**config.mk**
```make
export PLATFORM = sky130hd
export DESIGN_NAME = car_sensor
export DESIGN_NICKNAME = d
export VERILOG_FILES = /design/src/rtl/car_sensor.sv
export SDC_FILE = /design/constraint.sdc
export NUM_CORES = 1
export LEC_CHECK = 0
export CAP_MARGIN = 40
export CORE_MARGIN = 2
export CORE_UTILIZATION = 61
export CTS_BUF_LIST = sky130_fd_sc_hd__clkbuf_4 sky130_fd_sc_hd__clkbuf_8
export DETAILED_ROUTE_END_ITERATION = 8
export PLACE_DENSITY = 0.92
export SYNTH_ARGS = -nofsm -noshare
export SYNTH_HDL_FRONTEND = slang
export SYNTH_SLANG_ARGS = --single-unit
```
**constraint.sdc**
```tcl
create_clock -name clk -period 8.14 [get_ports clk]
set_input_delay 1.628 -clock clk [delete_from_list [all_inputs] [get_ports clk]]
set_output_delay 1.628 -clock clk [all_outputs]
set_load 0.05 [all_outputs]
```
**src/rtl/car_sensor.sv**
```systemverilog
// Country-road vehicle loop front end: synchronizes and debounces the raw loop,
// emits one arrival pulse per vehicle and keeps a saturating waiting-car count.
module car_sensor #(
    parameter int unsigned DEBOUNCE = 4,
    parameter int unsigned MAX_CARS = 15
) (
    input  logic       clk,
    input  logic       rst,
    input  logic       sensor_raw,
    input  logic       serve,
    output logic       car,
    output logic [3:0] car_count,
    output logic       arrival,
    output logic       overflow
);

    typedef enum logic [1:0] {
        IDLE      = 2'd0,
        PRESS_CHK = 2'd1,
        ACTIVE    = 2'd2,
        REL_CHK   = 2'd3
    } state_t;

    localparam logic [7:0] CNT_LAST  = 8'(DEBOUNCE - 1);
    localparam logic [3:0] COUNT_MAX = 4'(MAX_CARS);

    logic       sync1_q, sync2_q;
    state_t     state_q, state_d;
    logic [7:0] cnt_q, cnt_d;
    logic       arrival_q, arrival_d;
    logic [3:0] count_q, count_d;
    logic       overflow_q, overflow_d;

    always_ff @(posedge clk) begin
        if (rst) begin
            sync1_q <= 1'b0;
            sync2_q <= 1'b0;
        end else begin
            sync1_q <= sensor_raw;
            sync2_q <= sync1_q;
        end
    end

    // Debounce FSM; arrival_d is high only on the PRESS_CHK->ACTIVE edge.
    always_comb begin
        state_d   = state_q;
        cnt_d     = cnt_q;
        arrival_d = 1'b0;
        unique case (state_q)
            IDLE: begin
                if (sync2_q) begin
                    state_d = PRESS_CHK;
                    cnt_d   = 8'd1;
                end else begin
                    cnt_d   = 8'd0;
                end
            end
            PRESS_CHK: begin
                if (!sync2_q) begin
                    state_d = IDLE;
                    cnt_d   = 8'd0;
                end else if (cnt_q == CNT_LAST) begin
                    state_d   = ACTIVE;
                    cnt_d     = 8'd0;
                    arrival_d = 1'b1;
                end else begin
                    cnt_d = cnt_q + 8'd1;
                end
            end
            ACTIVE: begin
                if (!sync2_q) begin
                    state_d = REL_CHK;
                    cnt_d   = 8'd1;
                end
            end
            REL_CHK: begin
                if (sync2_q) begin
                    state_d = ACTIVE;
                    cnt_d   = 8'd0;
                end else if (cnt_q == CNT_LAST) begin
                    state_d = IDLE;
                    cnt_d   = 8'd0;
                end else begin
                    cnt_d = cnt_q + 8'd1;
                end
            end
            default: begin
                state_d = IDLE;
                cnt_d   = 8'd0;
            end
        endcase
    end

    // Simultaneous arrival and serve cancel; an arrival at saturation is lost.
    always_comb begin
        count_d    = count_q;
        overflow_d = overflow_q;
        if (arrival_d && !serve) begin
            if (count_q == COUNT_MAX) begin
                overflow_d = 1'b1;
            end else begin
                count_d = count_q + 4'd1;
            end
        end else if (serve && !arrival_d && count_q != 4'd0) begin
            count_d = count_q - 4'd1;
        end
    end

    always_ff @(posedge clk) begin
        if (rst) begin
            state_q    <= IDLE;
            cnt_q      <= 8'd0;
            arrival_q  <= 1'b0;
            count_q    <= 4'd0;
            overflow_q <= 1'b0;
        end else begin
            state_q    <= state_d;
            cnt_q      <= cnt_d;
            arrival_q  <= arrival_d;
            count_q    <= count_d;
            overflow_q <= overflow_d;
        end
    end

    assign car       = (count_q != 4'd0);
    assign car_count = count_q;
    assign arrival   = arrival_q;
    assign overflow  = overflow_q;

endmodule
```
# --- Word level (Yosys, flattened, before mapping) ---
# Index checks and enable logic that the tools add are counted.
word_totals:
  ff_bits: 18
  latch_bits: 0
  romBits: 0
  n_memories: 0
  ram_bits: 0
  out_inout_bits: 7
op_classes:
  n_bitwise: 0
  mux: 19
  reduce_logical: 11
  n_eq_ne: 10
  mul: 0
  n_addsub: 3
  shift: 0
  order_cmp: 0
  div: 0
ops:
  columns: ["op", "count"]
  rows:
  - ["two-way mux 8 bit", 4]
  - ["case mux 8 bit (4 select lines)", 1]
  - ["two-way mux 2 bit", 6]
  - ["two-way mux 4 bit", 3]
  - ["adder 8 x 1 -> 8 bit, second input constant", 1]
  - ["== test 8 x 2 -> 1 bit, second input constant", 1]
  - ["case mux 2 bit (4 select lines)", 1]
  - ["!= test 2 bit, second input constant", 3]
  - ["!= test 3 bit, second input constant", 2]
  - ["adder 4 x 1 -> 4 bit, second input constant", 1]
  - ["== test 2 bit, second input constant", 2]
  - ["== test 4 bit, second input constant", 1]
  - ["two-way mux 1 bit", 4]
  - ["AND reduction 2 bit", 2]
  - ["AND reduction 4 bit", 1]
  - ["nonzero test 4 bit", 1]
  - ["subtractor 4 x 1 -> 4 bit, second input constant", 1]
  - ["logical AND 1 bit", 3]
  - ["== test 2 x 1 -> 1 bit, second input constant", 1]
  - ["zero test 1 bit", 2]
  - ["zero test 2 bit", 1]
  - ["nonzero test 2 bit", 1]

# --- Logic depth before layout (Yosys ltp) ---
# Gate-level depths: netlist of run 1.
logic_depth:
  depth_word: 9
  ltp_mapped: 10
  depth_no_buf: 10

# --- Least setup slack after synthesis of run 1 ---
# OpenSTA, ideal clock, no wires.
synth_timing:
  path_kind: "input to register"
  startpoint: "input serve"
  endpoint: "register count_q[3] (netlist: car_count[3])"
  path_buffers: 0
  arrival_ps: 3093
  path_stages: 8
  t_required_ps: 8024
  setup_slack_ps: 4932
  cell_sequence: "nor4_4 inv_1 ha_1 a21o_1 a21oi_1 xor2_1 a21oi_1 a31o_1"
synth_between:
  elab_chain_len: 4
  elab_cells_between_ends: 8
synth_rtl:
  columns: ["item", "line_no", "text"]
  rows:
  - ["start, declared", "10", "input logic serve,"]
  - ["zero test 1 bit / logical AND 1 bit (equally long branches)", "98, 104", null]
  - ["logical AND 1 bit (on tied branches)", "98, 104", null]
  - ["!= test 2 bit (no source line) / nonzero test 2 bit (equally long branches)", null, null]
  - ["AND reduction 2 bit (no source line)", null, null]
  - ["end signal, assigned", "120", "count_q <= count_d;"]
  - ["end, declared", "31", "logic [3:0] count_q, count_d;"]
# Several ways; a longest one is shown, not always the timed one.
# A chain may end at the register's enable or synchronous reset.

# --- Final worst setup path of run 1 ---
# Ends and elaborated chain as after synthesis.

==> out/metrics.yaml, run 1 <==
run_status:
  status: "finished clean"
floorplanning:
  rows: 14
  die_width_um: 43.0
  die_h_um: 43.0
  io_pins: 11
  core_mm2: 0.00147
  design.die.area_mm2: 0.00185
  start_util: 0.632
drt:
  ant_nets: 0
  post_drt_wl_per_cell_um: 13.7
  drt_iter0_drc: 11
  dr.pass1.iters: 4
  vias_per_cell: 6.16
  routed_wl_um: 1800
  drc_errors: 0
  num_vias: 807
synth:
  synthesis.nets: 113
  postSynthCellCount: 105
  synth_area_um2: 930
  yosys_register_bits: 18
  syn_area_per_cell_um2: 8.85
  synth_flop_cell: "dfxtp_1"
  synthArstFlopShare: 0
  synth_edf_count: 0
  synth_warnings: 0
  ys_types: 38
  ys_seq_area_frac: 0.388
min_path:
  hold_end: "sync2_q$_SDFF_PP0_"
  hp-class: "flop to flop"
  hold_depth: 1
  min_from: "sync1_q$_SDFF_PP0_"
grt:
  antenna_found_initial: 0
  grtUsageMet3: 0.0809
  grt_pass1_vias: 750
  grt.busiest_layer: "met2"
  grt-ovfl-total: 0
  track_usage: 0.230
  grt_pass1_wl_um: 3200
  grt_max_degree: 20
  met1_usage: 0.267
  grt.met2_usage: 0.397
cts:
  root_buffer: "clkbuf_4"
  cts_buffers: 3
  clk_pin_slew_ns: 0.09
  cts_tree: "yes"
  h-tree-depth: 1
  cts_buffer_depth: 2
  cts_hold_buf: 0
  clkSinkCount: 18
  post_cts_resized: 0
  post_cts_buffers: 0
  clock_latency_ns: 0.28
timing:
  holdWs_ns: 0.469
  rsz0062_at_grt: "no"
  period_minus_slack_ns: 3.60
  clock_skew_ns: 0.00146
  max_freq_mhz: 277
  max-slew-margin-rel: 0.564
  totalNegativeSetupSlack_ns: 0
  worstMarginPinSlew_ns: 0.652
  post-route-period-util: 0.443
  slew_viol_final: 0
  setup_viol: 0
  final-hold-violation-count: 0
critical_path:
  r2r_setup_slack_ns: 5.31
  max_stage_delay_ns: 0.47
  cp_max_fo: 3
  start_kind: "input port"
  critical_path_class: "input port to flop"
  rr_worst_depth: 10
  endpoint_kind: "flop"
  r2r-start: "cnt_q[0]$_SDFFE_PP0P_"
  crit_slowest_cell: "clkdlybuf4s50_1"
  crit_required_ns: 8.32
  r2r_end: "car_count[3]$_SDFFE_PP0P_"
  cp.arrival_ns: 3.79
  crit_path_cell_trace: "clkdlybuf4s50_1, nor4_4, inv_1, ha_1, a21o_1, a21oi_1, xor2_1, a21oi_1, a31o_1"
  critPathMostFrequentCell: "a21oi_1"
placement:
  numPortBuffers: 10
  place_area_mm2: 0.00104
  gp_congestion: 0.812
  dp_hpwl_um: 1340
  place_inst: 128
power:
  ir_worst_vdd_v: 0.000271
  leakage_nw: 0.407
  finalPower_uw: 294
  p_per_area_mw_per_mm2: 277
flow_run:
  cap_viol_max_count: 0
final_layout:
  layout-drive-gt1-share: 0.0957
  diodes: 0
  fin_cells: 131
  areaGrowthSynthToFinish_pct: 14.0
  fin_area_mm2: 0.00106
  final_nets: 125
  final_cell_mix: "dfxtp_1 (18), nor2_1 (13), a21oi_1 (11), clkdlybuf4s50_1 (10)"
  final_common_cell: "dfxtp_1"
  nFillCells: 116
==> sequential cells by signal, indices dropped and copies added, names as in the netlist, named ones only <==
name and cells:
arrival 1, overflow 1, sync1_q 1, state_q 1, sync2_q 1, car_count 4, cnt_q 8
==> metal layers <==
| layer | part of all wire | up-vias |
|---|---|---|
| met5 | 0 | - |
| met3 | 0.045 | 2 |
| li1 | - | 403 |
| met2 | 0.52 | 17 |
| met1 | 0.43 | 385 |
| met4 | 0.0078 | 0 |
==> critical path: cells and delay by family <==
family                     cells  cell delay (ns)
and+or+nand+nor                1             0.39
buffers and inverters          2             0.62
AOI/OAI and AO/OA              4             0.65
xor gates and xnor gates       1             0.20
adders and majority gates      1             0.30
==> logic make-up (layout without fill, tap and decap cells) <==
kind of cell / after synthesis / count (layout) / synth area share
AND/OR/NAND/NOR: 46 / 46 / 0.300
AO/OA/AOI/OAI: 25 / 25 / 0.162
flip-flops: 18 / 18 / 0.388
buffers and inverters: 6 / 16 / 0.0256
adder cells (fa/ha/maj): 4 / 4 / 0.0619
XOR/XNOR: 4 / 4 / 0.0377
multiplexers: 2 / 2 / 0.0256
==> area by class of cell <==
cell class	instances	area, um2	share of cell area
repair buffers	10	100	0.0945
clock buffers	3	22.5	0.0213
inverters	3	11.3	0.0106
well taps	16	20.0	0.0189
flip-flops and latches	18	360	0.340
multi-input cells	81	546	0.515
==> worst max path at each step <==
stage	startpoint	to	slack, ns	cells past startpoint
6_report	serve	car_count[3]$_SDFFE_PP0P_	4.54	9
3_5_place_dp	serve	car_count[3]$_SDFFE_PP0P_	4.25	9
2_1_floorplan	serve	car_count[3]$_SDFFE_PP0P_	4.93	8
5_1_grt	serve	car_count[3]$_SDFFE_PP0P_	4.43	9
4_1_cts	car_count[0]$_SDFFE_PP0P_	car	4.55	2
3_3_place_gp	serve	car_count[3]$_SDFFE_PP0P_	4.35	9
==> cells in the mapped netlist, types with 2 or more instances <==
| cell | instances | area [um2] |
|---|---|---|
| a21oi_1 | 11 | 55.1 |
| and3_1 | 3 | 18.8 |
| clkbuf_1 | 2 | 7.51 |
| dfxtp_1 | 18 | 360 |
| ha_1 | 3 | 37.5 |
| inv_1 | 3 | 11.3 |
| nand2_1 | 5 | 18.8 |
| nand3_1 | 3 | 15.0 |
| nor2_1 | 13 | 48.8 |
| nor2b_1 | 3 | 18.8 |
| nor3b_1 | 4 | 30.0 |
| o21ai_0 | 5 | 25.0 |
| o21ai_1 | 2 | 10.0 |
| or2_2 | 2 | 12.5 |
| or3_1 | 2 | 12.5 |
| or4_1 | 2 | 15.0 |
| xnor2_1 | 2 | 17.5 |
| xor2_1 | 2 | 17.5 |
==> per-stage QoR <==
stage | util | worst slack (ns)
floorplan | - | 4.93
global placement | 0.705 | 4.35
detailed placement | 0.705 | 4.25
CTS | 0.720 | 4.55
global route | 0.720 | 4.43
finish | 0.720 | 4.54
==> power by group <==
| part | internal, mW | switching [mW] |
|---|---|---|
| Combinational | 0.0549 | 0.0857 |
| Clock | 0.0172 | 0.0244 |
| Sequential | 0.0978 | 0.0140 |
| Total | 0.170 | 0.124 |
No activity file was read; power rests on OpenSTA's default activity.
==> run 2, diff against run 1 <==
--- a/config.mk
+++ b/config.mk
@@ -7,10 +7,10 @@
 export LEC_CHECK = 0
 export CAP_MARGIN = 40
 export CORE_MARGIN = 2
-export CORE_UTILIZATION = 61
+export CORE_UTILIZATION = 56
 export CTS_BUF_LIST = sky130_fd_sc_hd__clkbuf_4 sky130_fd_sc_hd__clkbuf_8
 export DETAILED_ROUTE_END_ITERATION = 8
-export PLACE_DENSITY = 0.92
+export PLACE_DENSITY = 0.86
 export SYNTH_ARGS = -nofsm -noshare
 export SYNTH_HDL_FRONTEND = slang
 export SYNTH_SLANG_ARGS = --single-unit
==> constraint.sdc (replaced) <==
create_clock -name clk -period 3.5 [get_ports clk]
set_input_delay 0.7 -clock clk [delete_from_list [all_inputs] [get_ports clk]]
set_output_delay 0.7 -clock clk [all_outputs]
set_load 0.05 [all_outputs]
==> run 2 against run 1 <==
First-iteration DRC count up 64%; critical path depth up 1; utilization down 1.6 points; via count down 3.6%; global-route usage down 3.2 points; worst hold slack better by 0.0047 ns; non-clock buffer count unchanged; clock power rose to 3.1 times the previous value; sequential power up 130%; combinational power up 140%; routed wire length down 6.2%; count of clock-buffer cells in the layout up 1; largest cell class unchanged; highest routed layer unchanged.
==> out/metrics.yaml, run 2 (synthesis results as in run 1) <==
run_status:
  status: "finished clean"
cts:
  post_cts_buffers: 0
  post_cts_resized: 0
  root_buffer: "clkbuf_4"
  clk_pin_slew_ns: 0.11
  cts_tree: "yes"
  h-tree-depth: 1
  cts_hold_buf: 0
  clkSinkCount: 18
  clock_latency_ns: 0.29
  cts_buffers: 3
  cts_buffer_depth: 2
timing:
  holdWs_ns: 0.473
  max_freq_mhz: 358
  clock_skew_ns: 0.00168
  max-slew-margin-rel: 0.570
  rsz0062_at_grt: "no"
  setup_viol: 0
  final-hold-violation-count: 0
  totalNegativeSetupSlack_ns: 0
  post-route-period-util: 0.798
  worstMarginPinSlew_ns: 0.642
  period_minus_slack_ns: 2.79
  slew_viol_final: 0
grt:
  antenna_found_initial: 0
  grt_pass1_vias: 695
  track_usage: 0.198
  grt_pass1_wl_um: 2920
  grt-ovfl-total: 0
  grt_max_degree: 20
critical_path:
  rr_worst_depth: 10
  r2r_end: "car_count[3]$_SDFFE_PP0P_"
  crit_required_ns: 3.70
  start_kind: "flop"
  critical_path_class: "flop to flop"
  cp_max_fo: 5
  cp.arrival_ns: 2.99
  r2r_setup_slack_ns: 0.71
  r2r-start: "cnt_q[0]$_SDFFE_PP0P_"
  endpoint_kind: "flop"
floorplanning:
  die_width_um: 44.7
  start_util: 0.610
  io_pins: 11
  design.die.area_mm2: 0.00200
  rows: 14
  die_h_um: 44.7
  core_mm2: 0.00152
drt:
  drc_errors: 0
  dr.pass1.iters: 4
  ant_nets: 0
  drt_iter0_drc: 18
  post_drt_wl_per_cell_um: 12.8
  num_vias: 778
  vias_per_cell: 5.89
  routed_wl_um: 1690
final_layout:
  layout-drive-gt1-share: 0.103
  fin_cells: 132
  final_common_cell: "dfxtp_1"
  areaGrowthSynthToFinish_pct: 15.5
  final_nets: 125
  largest-register: "cnt_q"
  final_cell_mix: "dfxtp_1 (18), nor2_1 (13), a21oi_1 (11), clkdlybuf4s50_1 (10)"
  largest_reg_flops: 8
  fin_area_mm2: 0.00107
  diodes: 0
  nFillCells: 110
placement:
  dp_hpwl_um: 1220
  place_inst: 128
  numPortBuffers: 10
  place_area_mm2: 0.00104
  gp_congestion: 0.852
power:
  ir_worst_vdd_v: 0.000594
  power_frac_seq: 0.359
  switching_share: 0.419
  p_per_area_mw_per_mm2: 673
  internal_power_uw: 420
  p_sw_uw: 303
  leakage_nw: 0.415
  p_clk_frac: 0.179
  combPwrFrac: 0.462
min_path:
  min_from: "sync1_q$_SDFF_PP0_"
  hp-class: "flop to flop"
  hold_depth: 1
  hold_end: "sync2_q$_SDFF_PP0_"
flow_run:
  cap_viol_max_count: 0
run 2: per-layer routing:
layer / part of all wire / GRT usage / up-vias / wire length (um)
met4: 0.0077 / 0.0727 / 0 / 13
met2: 0.44 / 0.310 / 9 / 742
met3: 0.027 / 0.0360 / 2 / 46
li1: - / - / 404 / -
met1: 0.52 / 0.271 / 363 / 884
met5: 0 / 0 / - / 0
run 2: worst max path at each step:
stage / startpoint / endpoint / slack, ns / depth (start not counted)
after global placement: serve / car_count[3]$_SDFFE_PP0P_ / 0.66 / 9
final: cnt_q[0]$_SDFFE_PP0P_ / car_count[3]$_SDFFE_PP0P_ / 0.71 / 10
after floorplan: cnt_q[0]$_SDFFE_PP0P_ / car_count[3]$_SDFFE_PP0P_ / 0.92 / 10
after detailed placement: serve / car_count[3]$_SDFFE_PP0P_ / 0.61 / 9
after CTS: cnt_q[0]$_SDFFE_PP0P_ / car_count[3]$_SDFFE_PP0P_ / 0.73 / 10
after global routing: cnt_q[0]$_SDFFE_PP0P_ / car_count[3]$_SDFFE_PP0P_ / 0.54 / 10
run 2: final cells by class:
type                            instances  area [um2]  share of cell area
Multi-Input combinational cell         81         546               0.508
Sequential cell                        18         360               0.336
Inverter                                3        11.3              0.0105
Clock buffer                            4        36.3              0.0338
Tap cell                               16        20.0              0.0186
Timing Repair Buffer                   10         100              0.0932
run 2: critical path, cell delays in order (launching register included):
cell and delay [ns]:
dfxtp_1 0.39, ha_1 0.21, or4b_4 0.53, nor4_4 0.29, inv_1 0.14, ha_1 0.29, a21o_1 0.18, a21oi_1 0.17
xor2_1 0.21, a21oi_1 0.09, a31o_1 0.20
run 2: power groups by stage:
stage | Combinational [mW] | Sequential (mW) | Clock (mW)
2_1_floorplan | 0.172 | 0.327 | 0
3_3_place_gp | 0.323 | 0.263 | 0
3_5_place_dp | 0.330 | 0.264 | 0
4_1_cts | 0.336 | 0.259 | 0.133
5_1_grt | 0.354 | 0.264 | 0.142
6_report | 0.334 | 0.259 | 0.130
run 2: per-stage QoR:
step | total power, mW | setup slack (ns) | utilization
floorplan | 0.500 | 0.923 | -
global placement | 0.586 | 0.655 | 0.681
detailed placement | 0.594 | 0.608 | 0.681
CTS | 0.728 | 0.726 | 0.704
global route | 0.760 | 0.535 | 0.704
finish | 0.723 | 0.708 | 0.704
